===== src/rtl/pipe_stage_skid_pkg.sv =====
// Shared constants and types for the pipeline-stage skid register.
// Stage payload widths live here so every stage instance sizes itself from one place.
// Optional perf counters in pipe_stage_skid are enabled by defining PIPE_STAGE_PERF_EN
// (left undefined by default).
package pipe_stage_skid_pkg;

  localparam int WIDTH        = 32;
  localparam int ADDR         = 32;
  localparam int WB_CTRL_SIZE = 4;

  // Concatenated stage-bus widths for each inter-stage register.
  localparam int IFID_DW  = WIDTH + ADDR;
  localparam int IDEX_DW  = WIDTH * 2 + ADDR + 16;
  localparam int EXMEM_DW = WIDTH * 2 + ADDR + WB_CTRL_SIZE + 4;
  localparam int MEMWB_DW = WIDTH * 2 + ADDR + WB_CTRL_SIZE;

  // Occupancy: EMPTY (no entry), ONE (main only), FULL (main + skid).
  typedef enum logic [1:0] {
    ST_EMPTY = 2'd0,
    ST_ONE   = 2'd1,
    ST_FULL  = 2'd2
  } skid_st_e;

endpackage


===== src/rtl/pipe_data_reg.sv =====
// DW-wide payload register with load enable and synchronous clear (clear wins).
module pipe_data_reg #(
  parameter int DW = 64
) (
  input  logic          p_clk,
  input  logic          p_clr,
  input  logic          p_ld,
  input  logic [DW-1:0] p_d,
  output logic [DW-1:0] p_q
);

  // Clear has priority over load; otherwise hold.
  always_ff @(posedge p_clk) begin
    if (p_clr)     p_q <= '0;
    else if (p_ld) p_q <= p_d;
  end

endmodule


===== src/rtl/pipe_stage_skid.sv =====
// Generic pipeline-stage register with valid/ready handshake and a 2-entry skid buffer.
// Back-pressure is registered: p_in_ready depends only on skid occupancy and hazard
// controls, never on p_out_ready.
// Define PIPE_STAGE_PERF_EN to build the saturating stall/bubble counters; otherwise
// those ports are tied to 0 and no counter flops exist.
module pipe_stage_skid
  import pipe_stage_skid_pkg::*;
#(
  parameter int DW         = 64,
  parameter bit FLUSH_ZERO = 1'b1,
  parameter int CW         = 32
) (
  input  logic          p_clk,
  input  logic          p_reset,
  input  logic          p_in_valid,
  input  logic [DW-1:0] p_in_data,
  output logic          p_in_ready,
  output logic          p_out_valid,
  output logic [DW-1:0] p_out_data,
  input  logic          p_out_ready,
  input  logic          p_stall,
  input  logic          p_flush,
  output logic [CW-1:0] p_stall_cnt,
  output logic [CW-1:0] p_bubble_cnt
);

  skid_st_e      st, st_nxt;
  logic          main_v, skid_v;
  logic          acc, emit;
  logic          main_ld, main_from_skid, skid_ld, flush_clr;
  logic [DW-1:0] main_d, skid_d, main_in;

  // Valid bits derive from the state, so skid can never be valid without main.
  assign main_v = (st != ST_EMPTY);
  assign skid_v = (st == ST_FULL);

  // Reset gates the handshake so nothing is accepted or emitted while it is held.
  assign p_in_ready  = ~skid_v & ~p_stall & ~p_flush & ~p_reset;
  assign p_out_valid = main_v & ~p_stall & ~p_reset;
  assign p_out_data  = main_d;

  assign acc  = p_in_valid & p_in_ready;
  assign emit = p_out_valid & p_out_ready;

  // Occupancy register; reset returns to EMPTY.
  always_ff @(posedge p_clk) begin
    if (p_reset) st <= ST_EMPTY;
    else         st <= st_nxt;
  end

  // Next occupancy and entry load controls; flush overrides every handshake.
  always_comb begin
    st_nxt         = st;
    main_ld        = 1'b0;
    main_from_skid = 1'b0;
    skid_ld        = 1'b0;
    flush_clr      = 1'b0;
    if (p_flush) begin
      st_nxt    = ST_EMPTY;
      flush_clr = FLUSH_ZERO;
    end else begin
      unique case (st)
        ST_EMPTY: if (acc) begin
          st_nxt  = ST_ONE;
          main_ld = 1'b1;
        end
        ST_ONE: begin
          if (acc && emit)       main_ld = 1'b1;
          else if (acc)          begin st_nxt = ST_FULL; skid_ld = 1'b1; end
          else if (emit)         st_nxt = ST_EMPTY;
        end
        ST_FULL: if (emit) begin
          st_nxt         = ST_ONE;
          main_ld        = 1'b1;
          main_from_skid = 1'b1;
        end
        default: st_nxt = ST_EMPTY;
      endcase
    end
  end

  assign main_in = main_from_skid ? skid_d : p_in_data;

  pipe_data_reg #(.DW(DW)) u_main (
    .p_clk (p_clk),
    .p_clr (p_reset | flush_clr),
    .p_ld  (main_ld),
    .p_d   (main_in),
    .p_q   (main_d)
  );

  pipe_data_reg #(.DW(DW)) u_skid (
    .p_clk (p_clk),
    .p_clr (p_reset | flush_clr),
    .p_ld  (skid_ld),
    .p_d   (p_in_data),
    .p_q   (skid_d)
  );

`ifdef PIPE_STAGE_PERF_EN
  logic [CW-1:0] stall_cnt, bubble_cnt;

  // Saturating perf counters; only reset clears them, flush does not.
  always_ff @(posedge p_clk) begin
    if (p_reset) begin
      stall_cnt  <= '0;
      bubble_cnt <= '0;
    end else begin
      if (main_v && (p_stall || !p_out_ready) && stall_cnt != '1)
        stall_cnt <= stall_cnt + 1'b1;
      if (!p_out_valid && bubble_cnt != '1)
        bubble_cnt <= bubble_cnt + 1'b1;
    end
  end

  assign p_stall_cnt  = stall_cnt;
  assign p_bubble_cnt = bubble_cnt;
`else
  assign p_stall_cnt  = '0;
  assign p_bubble_cnt = '0;
`endif

endmodule

===== config.mk =====
export PLATFORM = sky130hd
export DESIGN_NAME = pipe_stage_skid
export DESIGN_NICKNAME = d
export VERILOG_FILES = /design/src/rtl/pipe_stage_skid_pkg.sv /design/src/rtl/pipe_data_reg.sv /design/src/rtl/pipe_stage_skid.sv
export SDC_FILE = /design/constraint.sdc
export NUM_CORES = 1
export LEC_CHECK = 0
export ABC_AREA = 1
export CORE_UTILIZATION = 49
export CTS_BUF_LIST = sky130_fd_sc_hd__clkbuf_4 sky130_fd_sc_hd__clkbuf_8 sky130_fd_sc_hd__clkbuf_16
export DETAILED_ROUTE_END_ITERATION = 10
export GPL_TIMING_DRIVEN = 0
export MAX_ROUTING_LAYER = met4
export PLACE_DENSITY = 0.81
export SLEW_MARGIN = 0
export SYNTH_ARGS = -nofsm -noshare
export SYNTH_HDL_FRONTEND = slang
export SYNTH_SLANG_ARGS = --single-unit

===== constraint.sdc =====
create_clock -name p_clk -period 1.9 [get_ports p_clk]
set_clock_uncertainty 0.15 [all_clocks]
set_input_delay 0.57 -clock p_clk [delete_from_list [all_inputs] [get_ports p_clk]]
set_output_delay 0.57 -clock p_clk [all_outputs]
set_load 0.1 [all_outputs]

==> results.toml <==
[detailed_routing]
drtPass1Iterations = 5
drt_iter0_markers = 514
vias = 6985
ant_nets = 0
vias_per_cell = 4.65
avgRoutedWirePerCell_um = 12.9
drc = 0
totalWireLength_um = 19300

[logic_synthesis]
synth_top_cell_by_area = "dfxtp_1"
yosys_most_used_dff = "dfxtp_1"
synth_top_area_share_pct = 35.5
yosysMostFrequentCell = "inv_1"
synth-edff-count = 0
async_flop_share_pct = 0
synth_area_per_cell_sq_um = 6.88
netlist_area_sq_mm = 0.00734
synth_seq_area_share_pct = 35.5
yosys_warnings = 0
synth_common_cells = "inv_1, nor2_1, nand2_1, dfxtp_1, nand3_1"
synth_cell_types = 29
ys_top_cells_by_area = "dfxtp_1, inv_1, nor2_1"
synthCells = 1066
ys_ff_latch = 130

[run_status]
violations = "setup timing"
status = "finished, violations left"

[global_route]
grt_pass1_wl_um = 29900
grt_max_degree = 17
grt_pass1_vias = 6095
antenna_found_initial = 0
grt_overflow_total = 0
track_usage_pct = 24.5

[critical_path]
r2r_end = "u_main.p_q[59]"
cp_slowest_cell = "dfxtp_4"
arrival_ns = 1.27
crit_chain = "inv_4 -> nand2_4 -> nand3_4 -> clkinvlp_4 -> buf_12"
start_kind = "flip-flop"
required_ns = 1.18
cpLargestDelayFamily = "flip-flops"
cp_max_fo = 3
r2r_setup_slack_ns = 0.06
cp-end-kind = "output port"
cp_slowest_stage_delay_ns = 0.35
rr_worst_depth = 11
critical_path_class = "flip-flop to output port"
r2r_start = "st[1]"
critPathBufInv = 3

[finish]
drive_above_1_share_pct = 21.4
area_delta_synth_final_pct = 39.2
nets = 1376
diodes = 0
final_area_sq_mm = 0.0102

[pwr]
p_seq_share_pct = 36.5
switching_share_pct = 28.1
internal_power_uw = 5410
leakage_uw = 0.00489
p_per_area_mw_per_mm2 = 736
clockPowerShare_pct = 45.4
pwr-share-comb_pct = 18.2
power_uw = 7520
ir_worst_vdd_uv = 612
p_sw_uw = 2110

[placed_design]
post_dp_cell_area_sq_mm = 0.00918
post-dp-hpwl_um = 12200
place.port_buffers = 135
pre_cts_ws_ns = -1.53
routabilityCongestion = 0.821

[floorplanning]
start_util_pct = 50.3
num_rows = 44
die_w_um = 124
core_area_sq_mm = 0.0146
die_h_um = 124
io_pins = 200
die-area_sq_mm = 0.0155

[clocking]
cts_hold_buf = 0
clkTransAtPathRegs_ns = 0.05
cts-root-buf = "clkbuf_16"
clock_path_buffers = 2
h-tree-depth = 4
clock_latency_ns = 0.42
numCtsBuffers = 17
cts_tree = "built"
cts.sinks = 130

[min_path]
hold_depth = 4
min_to = "u_main.p_q[48]"
min_from = "u_main.p_q[48]"
min_path_type = "flip-flop to flip-flop"

[sta]
timing.final.crit_share_pct = 105
drv_slew = 0
finalWorstSetupSlack_ns = -0.0927
hold_viol = 0
rsz0062_at_grt = "true"
fmax_mhz = 502
whs_ns = 0.362
min_period_ns = 1.99
setup_viol = 2

[run]
drv_cap = 0
## cells in the final DEF, fill, tap and decap left out, types with 9 or more instances in the layout
master / Yosys / final
buf_12: 7 / 11
clkbuf_8: 7 / 15
buf_2: 13 / 9
buf_6: 24 / 24
o21ai_1: 41 / 40
a21oi_1: 65 / 65
clkbuf_4: 6 / 23
o21ai_0: 23 / 23
conb_1: 1 / 64
nand2_1: 135 / 132
buf_4: 66 / 128
inv_1: 197 / 193
clkdlybuf4s50_1: 0 / 64
dfxtp_1: 130 / 128
nor2_1: 196 / 190
o21bai_1: 64 / 64
nand3_1: 67 / 61
clkbuf_16: 0 / 27
## logic make-up after synthesis
logic type | synth area share, %
AOI/OAI and AO/OA | 15.7
buffers and inverters | 26.0
DFF | 35.5
other | 0.0511
and+or+nand+nor | 22.8
## routing by layer
layer	part of all wire [%]	wire [um]	GRT usage, %	vias to the layer above
met5	0	0	-	-
met4	1.9	367	9.36	0
met3	4.9	944	4.51	31
met2	50	9590	39.6	233
met1	44	8400	30.2	3129
li1	-	-	-	3592
## flip-flops by register name (all words and copies together) (netlist names)
name / flops
u_main.p_q: 64
u_skid.p_q: 64
st: 2
## worst max-delay path by stage
stage	to	slack [ns]	cells after the start	start
6_report	p_in_ready	-0.09	5	st[0]
5_1_grt	p_in_ready	-0.14	5	st[0]
4_1_cts	p_out_valid	-0.1	5	st[1]
3_5_place_dp	p_in_ready	-1.53	5	p_flush
3_3_place_gp	p_in_ready	-1.53	5	p_flush
2_1_floorplan	p_out_valid	-0.05	3	p_stall
## through the flow
stage	TNS [ns]	utilization (%)	instances
after floorplan	-0.0487	-	1129
after global placement	-104.19	62.9	1448
after detailed placement	-106.68	62.9	1448
after CTS	-0.186	66.8	1487
after global routing	-0.343	70.0	1502
final	-0.166	70.0	1502
## cell type report
cell class                      count  area, sq um
Buffer                            133         1260
Tap cell                          184          230
Sequential cell                   130         2610
Multi-Input combinational cell    668         3200
Clock buffer                       26          512
Fill cell                        1180         4370
Timing Repair Buffer              158         1550
Clock inverter                      5          100
Inverter                          198          752
## power by group through the flow
stage	clock network [uW]	registers (uW)	logic [uW]
final	3410	2740	1370
after global routing	3580	2740	1420
after CTS	3440	2740	1290
after detailed placement	0	2810	1280
after global placement	0	2810	1280
after floorplan	0	2890	949
## worst min-delay path: stages, from the launching register on
cell and delay [ns]:
dfxtp_1 0.30, inv_1 0.04, nand2_1 0.04, nand2_1 0.05, nor2_1 0.03
## timing repair
item                                    CTS  global route
pin swaps                                 7            15
endpoints found under the setup margin  195           144
gates resized for setup                 423            55
gates cloned                              0             9
setup buffers                             8             7
(Power assumes the default switching activity.)
